===== src/rtl/layer_seq_ctrl.sv =====
// Layer sequencer: steps the PE array through the passes of one layer and hands each ofmap to the host.
// Optional pass watchdog (timeout_err, TMO_CYCLES) is built only when LAYER_SEQ_TIMEOUT_EN is defined.
module layer_seq_ctrl #(
   parameter int PASS_W = 8,
   parameter int TMO_W  = 16
`ifdef LAYER_SEQ_TIMEOUT_EN
   ,
   parameter int unsigned TMO_CYCLES = 32'h0000_FFFF
`endif
) (
   input  logic              core_clk,
   input  logic              core_reset,
   input  logic              start,
   input  logic [PASS_W-1:0] cfg_num_passes,
   input  logic              start_pass,
   output logic              pass_go,
   input  logic              array_done,
   output logic              ofmap_dump,
   input  logic              dump_done,
   output logic [PASS_W-1:0] pass_idx,
   output logic              busy,
   output logic              done,
`ifdef LAYER_SEQ_TIMEOUT_EN
   output logic              timeout_err,
`endif
   output logic [2:0]        fsm_state
);

   // Handshakes: start, array_done and dump_done are sampled on the rising edge and act only in
   // the state that waits for them; dump_done must fall again (ACK) before the next pass can count it.
   typedef enum logic [2:0] {
      IDLE      = 3'd0,
      WAIT_PASS = 3'd1,
      GO        = 3'd2,
      COMPUTE   = 3'd3,
      DUMP      = 3'd4,
      ACK       = 3'd5,
      NEXT      = 3'd6,
      DONE      = 3'd7
   } state_t;

   state_t            state;
   state_t            state_next;
   logic [PASS_W-1:0] last_idx;
   logic              start_ok;
   logic              is_last;
`ifdef LAYER_SEQ_TIMEOUT_EN
   localparam logic [TMO_W-1:0] TMO_LAST = TMO_W'(TMO_CYCLES - 1);
   logic [TMO_W-1:0] wdog;
   logic             tmo_hit;
`endif

   assign start_ok = start && ((state == IDLE) || (state == DONE));
   assign is_last  = (pass_idx == last_idx);
`ifdef LAYER_SEQ_TIMEOUT_EN
   assign tmo_hit  = (state == COMPUTE) && !array_done && (wdog == TMO_LAST);
`endif

   always_ff @(posedge core_clk) begin
      if (core_reset) begin
         state <= IDLE;
      end else begin
         state <= state_next;
      end
   end

   always_comb begin
      state_next = state;
      case (state)
         IDLE, DONE: if (start) state_next = WAIT_PASS;
         WAIT_PASS:  if (start_pass) state_next = GO;
         GO:         state_next = COMPUTE;
         COMPUTE: begin
            if (array_done) begin
               state_next = DUMP;
`ifdef LAYER_SEQ_TIMEOUT_EN
            end else if (tmo_hit) begin
               state_next = DONE;
`endif
            end
         end
         DUMP:       if (dump_done) state_next = ACK;
         ACK:        if (!dump_done) state_next = NEXT;
         NEXT:       state_next = is_last ? DONE : WAIT_PASS;
         default:    state_next = IDLE;
      endcase
   end

   // A zero pass count runs one pass, so the stored value is the index of the final pass.
   always_ff @(posedge core_clk) begin
      if (core_reset) begin
         last_idx <= '0;
         pass_idx <= '0;
      end else if (start_ok) begin
         last_idx <= (cfg_num_passes == '0) ? '0 : cfg_num_passes - PASS_W'(1);
         pass_idx <= '0;
      end else if ((state == NEXT) && !is_last) begin
         pass_idx <= pass_idx + PASS_W'(1);
      end
   end

`ifdef LAYER_SEQ_TIMEOUT_EN
   always_ff @(posedge core_clk) begin
      if (core_reset) begin
         wdog        <= '0;
         timeout_err <= 1'b0;
      end else begin
         if (state == GO) begin
            wdog <= '0;
         end else if (state == COMPUTE) begin
            wdog <= wdog + TMO_W'(1);
         end
         if (start_ok) begin
            timeout_err <= 1'b0;
         end else if (tmo_hit) begin
            timeout_err <= 1'b1;
         end
      end
   end
`endif

   assign pass_go    = (state == GO);
   assign ofmap_dump = (state == DUMP);
   assign done       = (state == DONE);
   assign busy       = (state != IDLE) && (state != DONE);
   assign fsm_state  = state;

endmodule


===== config.mk =====
export PLATFORM = sky130hd
export DESIGN_NAME = layer_seq_ctrl
export DESIGN_NICKNAME = d
export VERILOG_FILES = /design/src/rtl/layer_seq_ctrl.sv
export SDC_FILE = /design/constraint.sdc
export NUM_CORES = 1
export LEC_CHECK = 0
export ABC_CLOCK_PERIOD_IN_PS = 3200
export BUFFER_PORTS_ARGS = -buffer_cell sky130_fd_sc_hd__buf_2
export CAP_MARGIN = 20
export CORE_UTILIZATION = 56
export CTS_CLUSTER_SIZE = 25
export DETAILED_ROUTE_END_ITERATION = 8
export GPL_ROUTABILITY_DRIVEN = 0
export PLACE_DENSITY = 0.83
export SETUP_SLACK_MARGIN = 0.4
export SLEW_MARGIN = 25
export SYNTH_ARGS = -nofsm -noshare
export SYNTH_HDL_FRONTEND = slang
export SYNTH_SLANG_ARGS = --single-unit
export TNS_END_PERCENT = 30

===== constraint.sdc =====
create_clock -name core_clk -period 3.2 [get_ports core_clk]
set_input_delay 0.64 -clock core_clk [delete_from_list [all_inputs] [get_ports core_clk]]
set_output_delay 0.64 -clock core_clk [all_outputs]
set_load 0.01 [all_outputs]

After elaboration in Yosys (flattened, before gate mapping):

Index checks and enable logic that the tools add are counted.

* register bits: 19
* input bits: 14
* output and inout port bits: 15
* word-level logic and storage cells: 38

* $add $sub $neg: 2
* equality and inequality tests: 14
* multiplexer cells: 8
* reductions and logical operators: 11

Operators with widths (number)
* $pmux 3 s7: 1
* $mux 3: 6
* $eq 3x3->1 const B: 4
* $add 8x1->8 const B: 1
* $eq 8x8->1: 1
* $logic_not 8->1: 1
* $mux 8: 1
* $ne 2x2->1 const B: 4
* $sub 8x1->8 const B: 1
* $eq 3x2->1 const B: 2
* $reduce_and 5->1: 1
* $reduce_or 2->1: 2
* $eq 3x1->1 const B: 1
* $logic_and 1x1->1: 3
* $logic_not 3->1: 1
* $ne 3x3->1 const B: 1
* $reduce_bool 3->1: 1
* $ne 2x1->1 const B: 1
* $logic_not 1->1: 1
* $logic_or 1x1->1: 1

Depth between registers and ports, before layout:

Gate-level depths: netlist of run 1.

* depth after elaboration: 4
* gate-level depth with buffers: 6
* mapped depth without buffers: 6

Worst setup path after synthesis of run 1:

No wires, ideal clock.

* path kind: input -> register
* from: in dump_done
* to: reg state[1] (netlist: fsm_state[1])
* setup time: 70 ps
* arrival time: 1724 ps
* required time: 3130 ps
* setup slack: 1407 ps
* cell stages on the path: 5
* path buffers: 0
* path through: xnor2_1 -> a211oi_2 -> nor3b_2 -> or3b_1 -> a21oi_1

* cells in the longest elaborated chain, start to end: 2
* elaborated cells between the ends (all ways): 3
* those cells by class: eq/ne: 2; reduce/logical: 1

RTL lines
* start: declaration: line 19 `input logic dump_done,`
* $ne 2x2->1 (no source line) or $ne 2x1->1 (tied branches)
* $reduce_and 5->1 (no source line) *
* end signal: assignment: line 63 `state <= state_next;`
* end: declaration: line 42 `state_t state;`

Mark *: on every way between the ends. The rest lies on a longest branch, timed or not.
A chain may end at the register's enable or synchronous reset.

Worst setup path after layout of run 1:

* from: reg state[0] (netlist: fsm_state[0])
* to: out busy

* cells in the longest elaborated chain, start to end: 2
* elaborated cells between the ends (all ways): 3
* those cells by class: eq/ne: 1; reduce/logical: 2

RTL lines
* $ne 3x3->1 or $reduce_bool 3->1 (tied branches): line 125 `assign busy = (state != IDLE) && (state != DONE);`
* $logic_and 1x1->1 *: line 125
* end: declaration: line 21 `output logic busy,`

Marked as above.

==> out/results.txt, run 1 <==
outcome - completed
CORE AREA - 0.00196 sq mm
Max Clock Freq - 0.460 GHz
initial drt markers - 18
DP HPWL - 1930 microns
post-synth top area cell - dfxtp_1
Post-synth EDFFs - 0
first-pass GRT wire length - 3680 microns
Overflow after GRT - 0
Final Worst Setup Slack - 1030 ps
CTS Sinks - 19
synth top area cells - dfxtp_1, xnor2_1, xor2_1
Worst EP required - 2560 ps
fillers - 185
FF/Latch Area - 380 sq um
root buffer cell - clkbuf_4
input/output buffers - 28
PwrDens - 568 mW/mm^2
post-cts gate resize count - 0
max-cap viol count - 0
postcts setup bufs - 0
Pleak - 0.606 nW
Clock transition at path regs - 110 ps
Hold Buf Count CTS - 0
Worst EP arrival - 1530 ps
row count - 16
pre-CTS WS - 1160 ps
synth cell count leaders - dfxtp_1, nand2_1, nor2_1
die width - 47.5 microns
antenna violations before repair - 0
Antenna Cells - 0
area of the multi-input gates - 747 sq um
period utilisation layout - 68.0%
Post-Synthesis Cells - 135
worst hold margin - 468 ps
Die Span Y - 47.5 microns
CTS tree - done
asr flop ratio synth - 0%
via density per instance - 5.50
Mean Syn Cell Area - 8.58 sq um
Synth Cell Area - 0.00116 sq mm
share of cells above drive strength 1 - 23.2%
RSZ-0062 raised after global routing - no
crit end category - primary output
area grow syn2layout - 15.7%
Worst VDD drop - 0.497 mV
drt wl/cell - 12.6 microns
flops & latches, synth - 19
clk_lat worst skew - 300 ps
final hold vios - 0
min-delay worst type - flip-flop to flip-flop
GR Util All Layers - 23.4%
syn nets - 152
Max Root-Sink Buffers - 2
Synth cell types - 41
drt first pass iters - 4
initial core utilization - 59.1%
final wirelength - 2400 microns
# IOs - 29
Fin Setup TNS - 0 ps
clock buffer count from CTS - 3
register area share after synthesis - 32.8%
Worst-Margin Slew - 475 ps
number of global-route vias before repair - 907
Post-DRT Antenna Nets - 0
final setup vio count - 0
fin. max-slew vios - 0
Final nets - 182
synth warn - 0
CP max FO - 16
total design power - 0.761 mW
die area - 0.00225 sq mm
area fraction of the dominant cell type after synthesis - 32.8%
Via Count - 1051
Rel. slew slack - 68.3%
crit start category - flip-flop
most numerous cell in the Yosys netlist - dfxtp_1
clk_skew - 4.24 ps
WS Path Type - flip-flop to primary output
largest net degree at the start of global routing - 17
Final Critical Period - 2170 ps
Top FF cell, synth - dfxtp_1
CTS H-tree lvls - 1
drt drc - 0
[registers in the layout (all words and copies together), names as in the netlist]
register	flops
last_idx	8
pass_idx	8
fsm_state	3
[kinds of logic (layout without fill, tap and decap cells)]
family	after synthesis	in the layout	synth area share (%)
compound gates	26	26	14.0
simple gates	58	58	29.6
buf+inv	6	35	2.70
flops	19	19	32.8
mux	2	2	1.73
xor+xnor	21	21	15.9
fa+ha+maj	3	3	3.24
[through the flow]
stage | instance area [sq um] | instances | utilization [%]
2_1_floorplan | 1160 | 135 | -
3_3_place_gp | 1310 | 187 | 66.9
3_5_place_dp | 1310 | 187 | 66.9
4_1_cts | 1340 | 191 | 68.3
5_1_grt | 1340 | 191 | 68.3
6_report | 1340 | 191 | 68.3
[worst max-delay path, cell delays in order (launching register included)]
cell and delay (ps):
dfxtp_1 630, and3_1 270, or2_4 160, inv_1 40, buf_2 130
[path summary, 6_finish.rpt]
| path | start | cells after the start | slack, ps | endpoint |
|---|---|---|---|---|
| worst max register to register | fsm_state[1]$_SDFFE_PP0P_ | 5 | 1240 | fsm_state[1]$_SDFFE_PP0P_ |
| worst max-delay path | fsm_state[0]$_SDFFE_PP0P_ | 4 | 1030 | busy |
| worst min register to register | last_idx[1]$_SDFFE_PP0P_ | 2 | 470 | last_idx[1]$_SDFFE_PP0P_ |
| worst min-delay path | last_idx[1]$_SDFFE_PP0P_ | 2 | 470 | last_idx[1]$_SDFFE_PP0P_ |
[layout by cell type (no fill, tap or decap), types with 3 or more instances in the layout]
cell type  Yosys  routed
inv_1          3       3
o21ai_0        5       5
xnor2_1       11      11
clkbuf_4       0       3
nor4_1         3       3
nor2_1        12      12
dfxtp_1       19      19
ha_1           3       3
buf_2          1      28
o21ai_1        4       4
a21oi_1        8       8
nand2_1       17      17
nand2b_1       3       3
nor2b_1        3       3
xor2_1        10      10
[metal layers]
layer / GRT usage (%) / up-vias / share of wire, %
met5: 0 / - / 0
met2: 39.7 / 26 / 50
li1: - / 533 / -
met4: 13.7 / 0 / 2.6
met1: 28.6 / 486 / 45
met3: 2.26 / 6 / 2.5
[report_power, final]
part / switching (mW) / internal, mW
registers: 0.0563 / 0.271
clock network: 0.0743 / 0.0466
logic: 0.172 / 0.140
[area by class of cell]
type	count	share of cell area (%)
clock inverter	1	0.373
inverter	3	0.840
multi-input combinational	110	55.7
tap	27	2.52
clock buffer	3	1.68
timing repair buffer	28	10.5
sequential	19	28.4
Note: power is estimated with default switching activity, not from simulation.
==> run 2, diff against run 1 <==
Settings changed: ABC_CLOCK_PERIOD_IN_PS 3200 to 2100, CORE_UTILIZATION 56 to 52, PLACE_DENSITY 0.83 to 0.78.
Clock period 3.2 ns to 2.1 ns, I/O delays scaled along.
==> out/results.txt, run 2 (synthesis results as in run 1) <==
die width - 49.2 microns (+3.6%)
Final nets - 195 (+7.1%)
largest net degree at the start of global routing - 14 (-3)
min-delay worst type - input pin to flip-flop
DP Cell Count - 189 (+1.1%)
row count - 16 (unchanged)
reg2reg start - pass_idx[5]$_SDFFE_PP0P_
Fin Setup TNS - 0 ps (unchanged)
RSZ-0062 raised after global routing - yes
Final Critical Period - 1740 ps
outcome - completed
# IOs - 29 (unchanged)
root buffer cell - clkbuf_4
first-pass GRT wire length - 4480 microns (+22%)
final wirelength - 2810 microns (+17%)
CORE AREA - 0.00202 sq mm (+3.1%)
hold path start - cfg_num_passes[0]
most common library cell in the layout ignoring fill and taps - buf_2
GR Util All Layers - 23.8% (+0.41 points)
fin. max-slew vios - 0 (unchanged)
Hold Buf Count CTS - 0 (unchanged)
period utilisation layout - 82.8%
final hold vios - 0 (unchanged)
max-cap viol count - 0 (unchanged)
slowest CP cell - dfxtp_1
pre-CTS WS - 136 ps (-1030 ps)
design area - 0.00148 sq mm (+10%)
Worst EP arrival - 1970 ps (+440 ps)
clock buffer count from CTS - 3 (unchanged)
area grow syn2layout - 27.6%
initial core utilization - 57.3% (-1.8 points)
Final Worst Setup Slack - 360 ps (-665 ps)
PwrDens - 960 mW/mm^2 (+69%)
CP Cell Sequence - xor2_1 -> nor4_4 -> a21boi_0 -> or3b_1 -> a21oi_1
CTS tree - done
family with the most delay on the worst path - simple AND/OR/NAND/NOR gates
die area - 0.00242 sq mm (+7.4%)
initial drt markers - 24 (+6)
clk_lat worst skew - 300 ps (about the same)
most frequent cells in the layout - buf_2, nand2_1, dfxtp_1, nor2_1, buf_4
CP peak stage delay - 450 ps (-180 ps)
share of cells above drive strength 1 - 33.3% (+10 points)
CTS H-tree lvls - 1 (unchanged)
placed inst area - 0.00133 sq mm (+1.1%)
Finished Layout Cells - 204 (+6.8%)
number of global-route vias before repair - 985 (+8.6%)
Antenna Cells - 0 (unchanged)
Worst EP required - 2330 ps (-230 ps)
CP max FO - 5 (-11)
Via Count - 1131 (+7.6%)
crit end category - flip-flop
worst path buffer plus inverter count - 0 (-2)
Die Span Y - 49.2 microns (+3.6%)
Worst VDD drop - 0.674 mV (+36%)
Post-DRT Antenna Nets - 0 (unchanged)
Overflow after GRT - 0 (unchanged)
via density per instance - 5.54 (+0.75%)
Clock transition at path regs - 120 ps (about the same)
Max Clock Freq - 0.575 GHz
drt wl/cell - 13.8 microns (+9.3%)
Rel. slew slack - 70.3% (+2.0 points)
total design power - 1.42 mW (+87%)
DP HPWL - 1900 microns (-1.9%)
Worst-Margin Slew - 445 ps (-29.9 ps)
drt first pass iters - 4 (unchanged)
drt drc - 0 (unchanged)
Pleak - 0.677 nW (+12%)
Max Root-Sink Buffers - 2 (unchanged)
antenna violations before repair - 0 (unchanged)
CTS Sinks - 19 (unchanged)
crit path from - pass_idx[5]$_SDFFE_PP0P_
final setup vio count - 0 (unchanged)
crit start category - flip-flop
WS Path Type - flip-flop to flip-flop
clk_skew - 8.82 ps (+4.58 ps)
input/output buffers - 28 (unchanged)
run 2: where the power goes:
part	internal (mW)	switching [mW]	total, mW
sequential	0.424	0.0722	0.496
combinational	0.378	0.355	0.733
clock	0.0709	0.120	0.191
total	0.873	0.547	1.42
run 2: layout make-up:
| type | count | area, sq um |
|---|---|---|
| Multi-Input combinational cell | 110 | 771 |
| Fill cell | 149 | 543 |
| Sequential cell | 19 | 394 |
| Timing Repair Buffer | 41 | 241 |
| Tap cell | 27 | 33.8 |
| Clock buffer | 3 | 22.5 |
| Inverter | 3 | 11.3 |
| Clock inverter | 1 | 5.00 |
run 2: through the flow:
| stage | utilization (%) | hold WS [ps] |
|---|---|---|
| 6_report | 73.1 | 330 |
| 4_1_cts | 72.1 | 329 |
| 3_3_place_gp | 65.7 | 452 |
| 5_1_grt | 73.1 | 319 |
| 2_1_floorplan | - | 437 |
| 3_5_place_dp | 65.7 | 465 |
run 2: path summary, 6_finish.rpt:
kind | depth (start not counted) | endpoint | slack, ps
max reg2reg | 5 | fsm_state[1]$_SDFFE_PP0P_ | 360
min reg2reg | 2 | last_idx[4]$_SDFFE_PP0P_ | 480
min | 2 | last_idx[0]$_SDFFE_PP0P_ | 330
max | 5 | fsm_state[1]$_SDFFE_PP0P_ | 360
run 2: routing by layer:
metal | wire, microns | up-vias | global-route usage [%]
met5 | 0 | - | 0
met4 | 23 | 0 | 10.3
met3 | 121 | 4 | 2.49
met2 | 1460 | 41 | 40.4
met1 | 1200 | 529 | 30.2
li1 | - | 557 | -
run 2: timing repair:
item	CTS	global route
setup buffers	10	1
pin swaps	2	0
endpoints found under the setup margin	14	11
resized for setup	9	5
==> run 3, diff against run 2 <==
Settings changed: ABC_AREA from default to 1, ABC_CLOCK_PERIOD_IN_PS 2100 to 1800, CORE_UTILIZATION 52 to 53, PLACE_DENSITY 0.78 to 0.79.
Clock period 2.1 ns to 1.8 ns, I/O delays scaled along.
==> out/results.txt, run 3 <==
CTS H-tree lvls - 1 (unchanged)
Post-synth EDFFs - 0 (unchanged)
synth cell count leaders - nand2_1, dfxtp_1, inv_1
flops & latches, synth - 19 (unchanged)
reg2reg start - fsm_state[0]$_SDFFE_PP0P_
DP HPWL - 2150 microns (+13%)
area grow syn2layout - 31.0%
total design power - 1.52 mW (+6.9%)
share of cells above drive strength 1 - 41.0% (+7.7 points)
clk_lat worst skew - 310 ps (about the same)
post-synth top area cell - dfxtp_1
Antenna Cells - 0 (unchanged)
Clock transition at path regs - 130 ps (about the same)
DP Cell Count - 234 (+24%)
CP max FO - 5 (unchanged)
row count - 17 (+1)
Final nets - 240 (+23%)
first-pass GRT wire length - 5180 microns (+16%)
most common library cell in the layout ignoring fill and taps - nand2_1
period utilisation layout - 87.4% (+4.5 points)
root buffer cell - clkbuf_4
antenna violations before repair - 0 (unchanged)
Pleak - 0.749 nW (+11%)
crit end category - flip-flop
Via Count - 1333 (+18%)
Top FF cell, synth - dfxtp_1
Critical Path End - fsm_state[2]$_SDFFE_PP0P_
drt first pass iters - 4 (unchanged)
Post-Synthesis Cells - 180 (+33%)
Worst EP arrival - 1810 ps (-160 ps)
Top cell by count, worst path - nand2_1
# IOs - 29 (unchanged)
Worst VDD drop - 0.689 mV (+2.1%)
max-cap viol count - 0 (unchanged)
CP Cell Sequence - buf_4 -> nand2_1 -> nor2_1 -> nand2_1 -> nand2_1 -> nor2_1 -> o21ai_2 -> nand2_2 -> a21oi_2
PwrDens - 931 mW/mm^2 (-3.0%)
reg2reg end - fsm_state[2]$_SDFFE_PP0P_
Synth Cell Area - 0.00124 sq mm (+7.5%)
Overflow after GRT - 0 (unchanged)
input/output buffers - 28 (unchanged)
final setup vio count - 0 (unchanged)
initial drt markers - 41 (+71%)
RSZ-0062 raised after global routing - yes
final wirelength - 3370 microns (+20%)
crit start category - flip-flop
outcome - completed
most numerous cell in the Yosys netlist - nand2_1
fin. max-slew vios - 0 (unchanged)
min-delay worst type - input pin to flip-flop
CP peak stage delay - 410 ps (-40 ps)
register area share after synthesis - 30.6% (-2.3 points)
Finished Layout Cells - 250 (+23%)
via density per instance - 5.33 (-3.8%)
Worst EP required - 2040 ps (-290 ps)
die width - 50.5 microns (+2.6%)
Worst-Margin Slew - 272 ps (-172 ps)
Synth cell types - 29 (-29%)
final hold vios - 0 (unchanged)
die area - 0.00255 sq mm (+5.2%)
GR Util All Layers - 26.5% (+2.7 points)
slowest CP cell - dfxtp_4
Post-DRT Antenna Nets - 0 (unchanged)
asr flop ratio synth - 0% (unchanged)
Die Span Y - 50.5 microns (+2.6%)
WS Path Type - flip-flop to flip-flop
number of global-route vias before repair - 1252 (+27%)
CORE AREA - 0.00221 sq mm (+9.4%)
CTS Sinks - 19 (unchanged)
Final Critical Period - 1570 ps (-168 ps)
syn nets - 197 (+30%)
drt wl/cell - 13.5 microns (-2.0%)
Register-to-Register Setup Slack - 230 ps (-130 ps)
Fin Setup TNS - 0 ps (unchanged)
largest net degree at the start of global routing - 13 (-1)
area fraction of the dominant cell type after synthesis - 30.6% (-2.3 points)
CTS tree - done
synth warn - 0 (unchanged)
initial core utilization - 56.3% (-1.0 points)
Rel. slew slack - 81.7% (+11 points)
Max Root-Sink Buffers - 2 (unchanged)
Max Clock Freq - 0.636 GHz (+11%)
synth top area cells - dfxtp_1, nand2_1, inv_1
Hold Buf Count CTS - 0 (unchanged)
r2r worst-path depth - 9 (+4)
Mean Syn Cell Area - 6.92 sq um (-19%)
clk_skew - 3.45 ps (-5.37 ps)
crit path from - fsm_state[0]$_SDFFE_PP0P_
most frequent cells in the layout - nand2_1, buf_2, inv_1, nand3_1, buf_4
clock buffer count from CTS - 3 (unchanged)
drt drc - 0 (unchanged)
run 3: cell types whose count changed after synthesis, moves of 4 or more:
cell and change:
nand2_1 +36, inv_2 +4, a21oi_1 -4, inv_1 +16, nand3_1 +10, xnor2_1 -4
a21oi_2 +7
run 3: cell type report:
class	count	area [sq um]
Clock buffer	3	22.5
Multi-Input combinational cell	136	820
Tap cell	28	35.0
Fill cell	178	582
Sequential cell	19	405
Timing Repair Buffer	40	249
Clock inverter	1	5.00
Inverter	23	93.8
run 3: worst min path at each step:
stage	from	endpoint	depth (start not counted)
4_1_cts	cfg_num_passes[0]	last_idx[0]$_SDFFE_PP0P_	2
3_5_place_dp	last_idx[3]$_SDFFE_PP0P_	last_idx[3]$_SDFFE_PP0P_	2
3_3_place_gp	last_idx[4]$_SDFFE_PP0P_	last_idx[4]$_SDFFE_PP0P_	2
2_1_floorplan	core_reset	fsm_state[0]$_SDFFE_PP0P_	1
5_1_grt	cfg_num_passes[0]	last_idx[0]$_SDFFE_PP0P_	2
6_report	cfg_num_passes[0]	last_idx[0]$_SDFFE_PP0P_	2
run 3: kinds of logic (layout without fill, tap and decap cells):
kind of cell	count (synthesis)	count (layout)	share of synthesized area, %
AND/OR/NAND/NOR	94	95	33.6
flip-flops	19	19	30.6
buffers and inverters	26	67	8.84
adder cells (fa/ha/maj)	3	3	3.02
XOR/XNOR	14	14	9.85
AO/OA/AOI/OAI	24	24	14.2
run 3: where the power goes:
part	internal (mW)	switching, mW	total [mW]
registers	0.482	0.0669	0.549
logic	0.305	0.425	0.730
clock network	0.0830	0.155	0.238
run 3: what timing repair did:
action,CTS,global route
cloned,0,1
endpoints found under the setup margin,22,22
resized for setup,22,13
buffers inserted,7,4
pin swaps,5,7
run 3: routing by layer:
metal	up-vias	global-route usage [%]	share of wire, %
met2	58	47.6	51
met3	14	4.85	4.9
met1	604	31.3	41
met4	0	9.26	3.0
met5	-	0	0
li1	657	-	-
run 3: through the flow:
stage                     hold WS, ps  setup slack [ps]  utilization (%)  instance area, sq um
final                             254               228             73.7                  1630
after global routing              272               218             73.7                  1630
after CTS                         260               308             69.9                  1550
after detailed placement          472               242             63.7                  1410
after global placement            476               318             63.7                  1410
after floorplan                   429               423                -                  1250
run 3: worst max-delay path: cells and delay by family (launching register included):
kind / cells / cell delay (ps)
flops: 1 / 410
simple gates: 6 / 670
compound gates: 2 / 280
buf+inv: 1 / 140
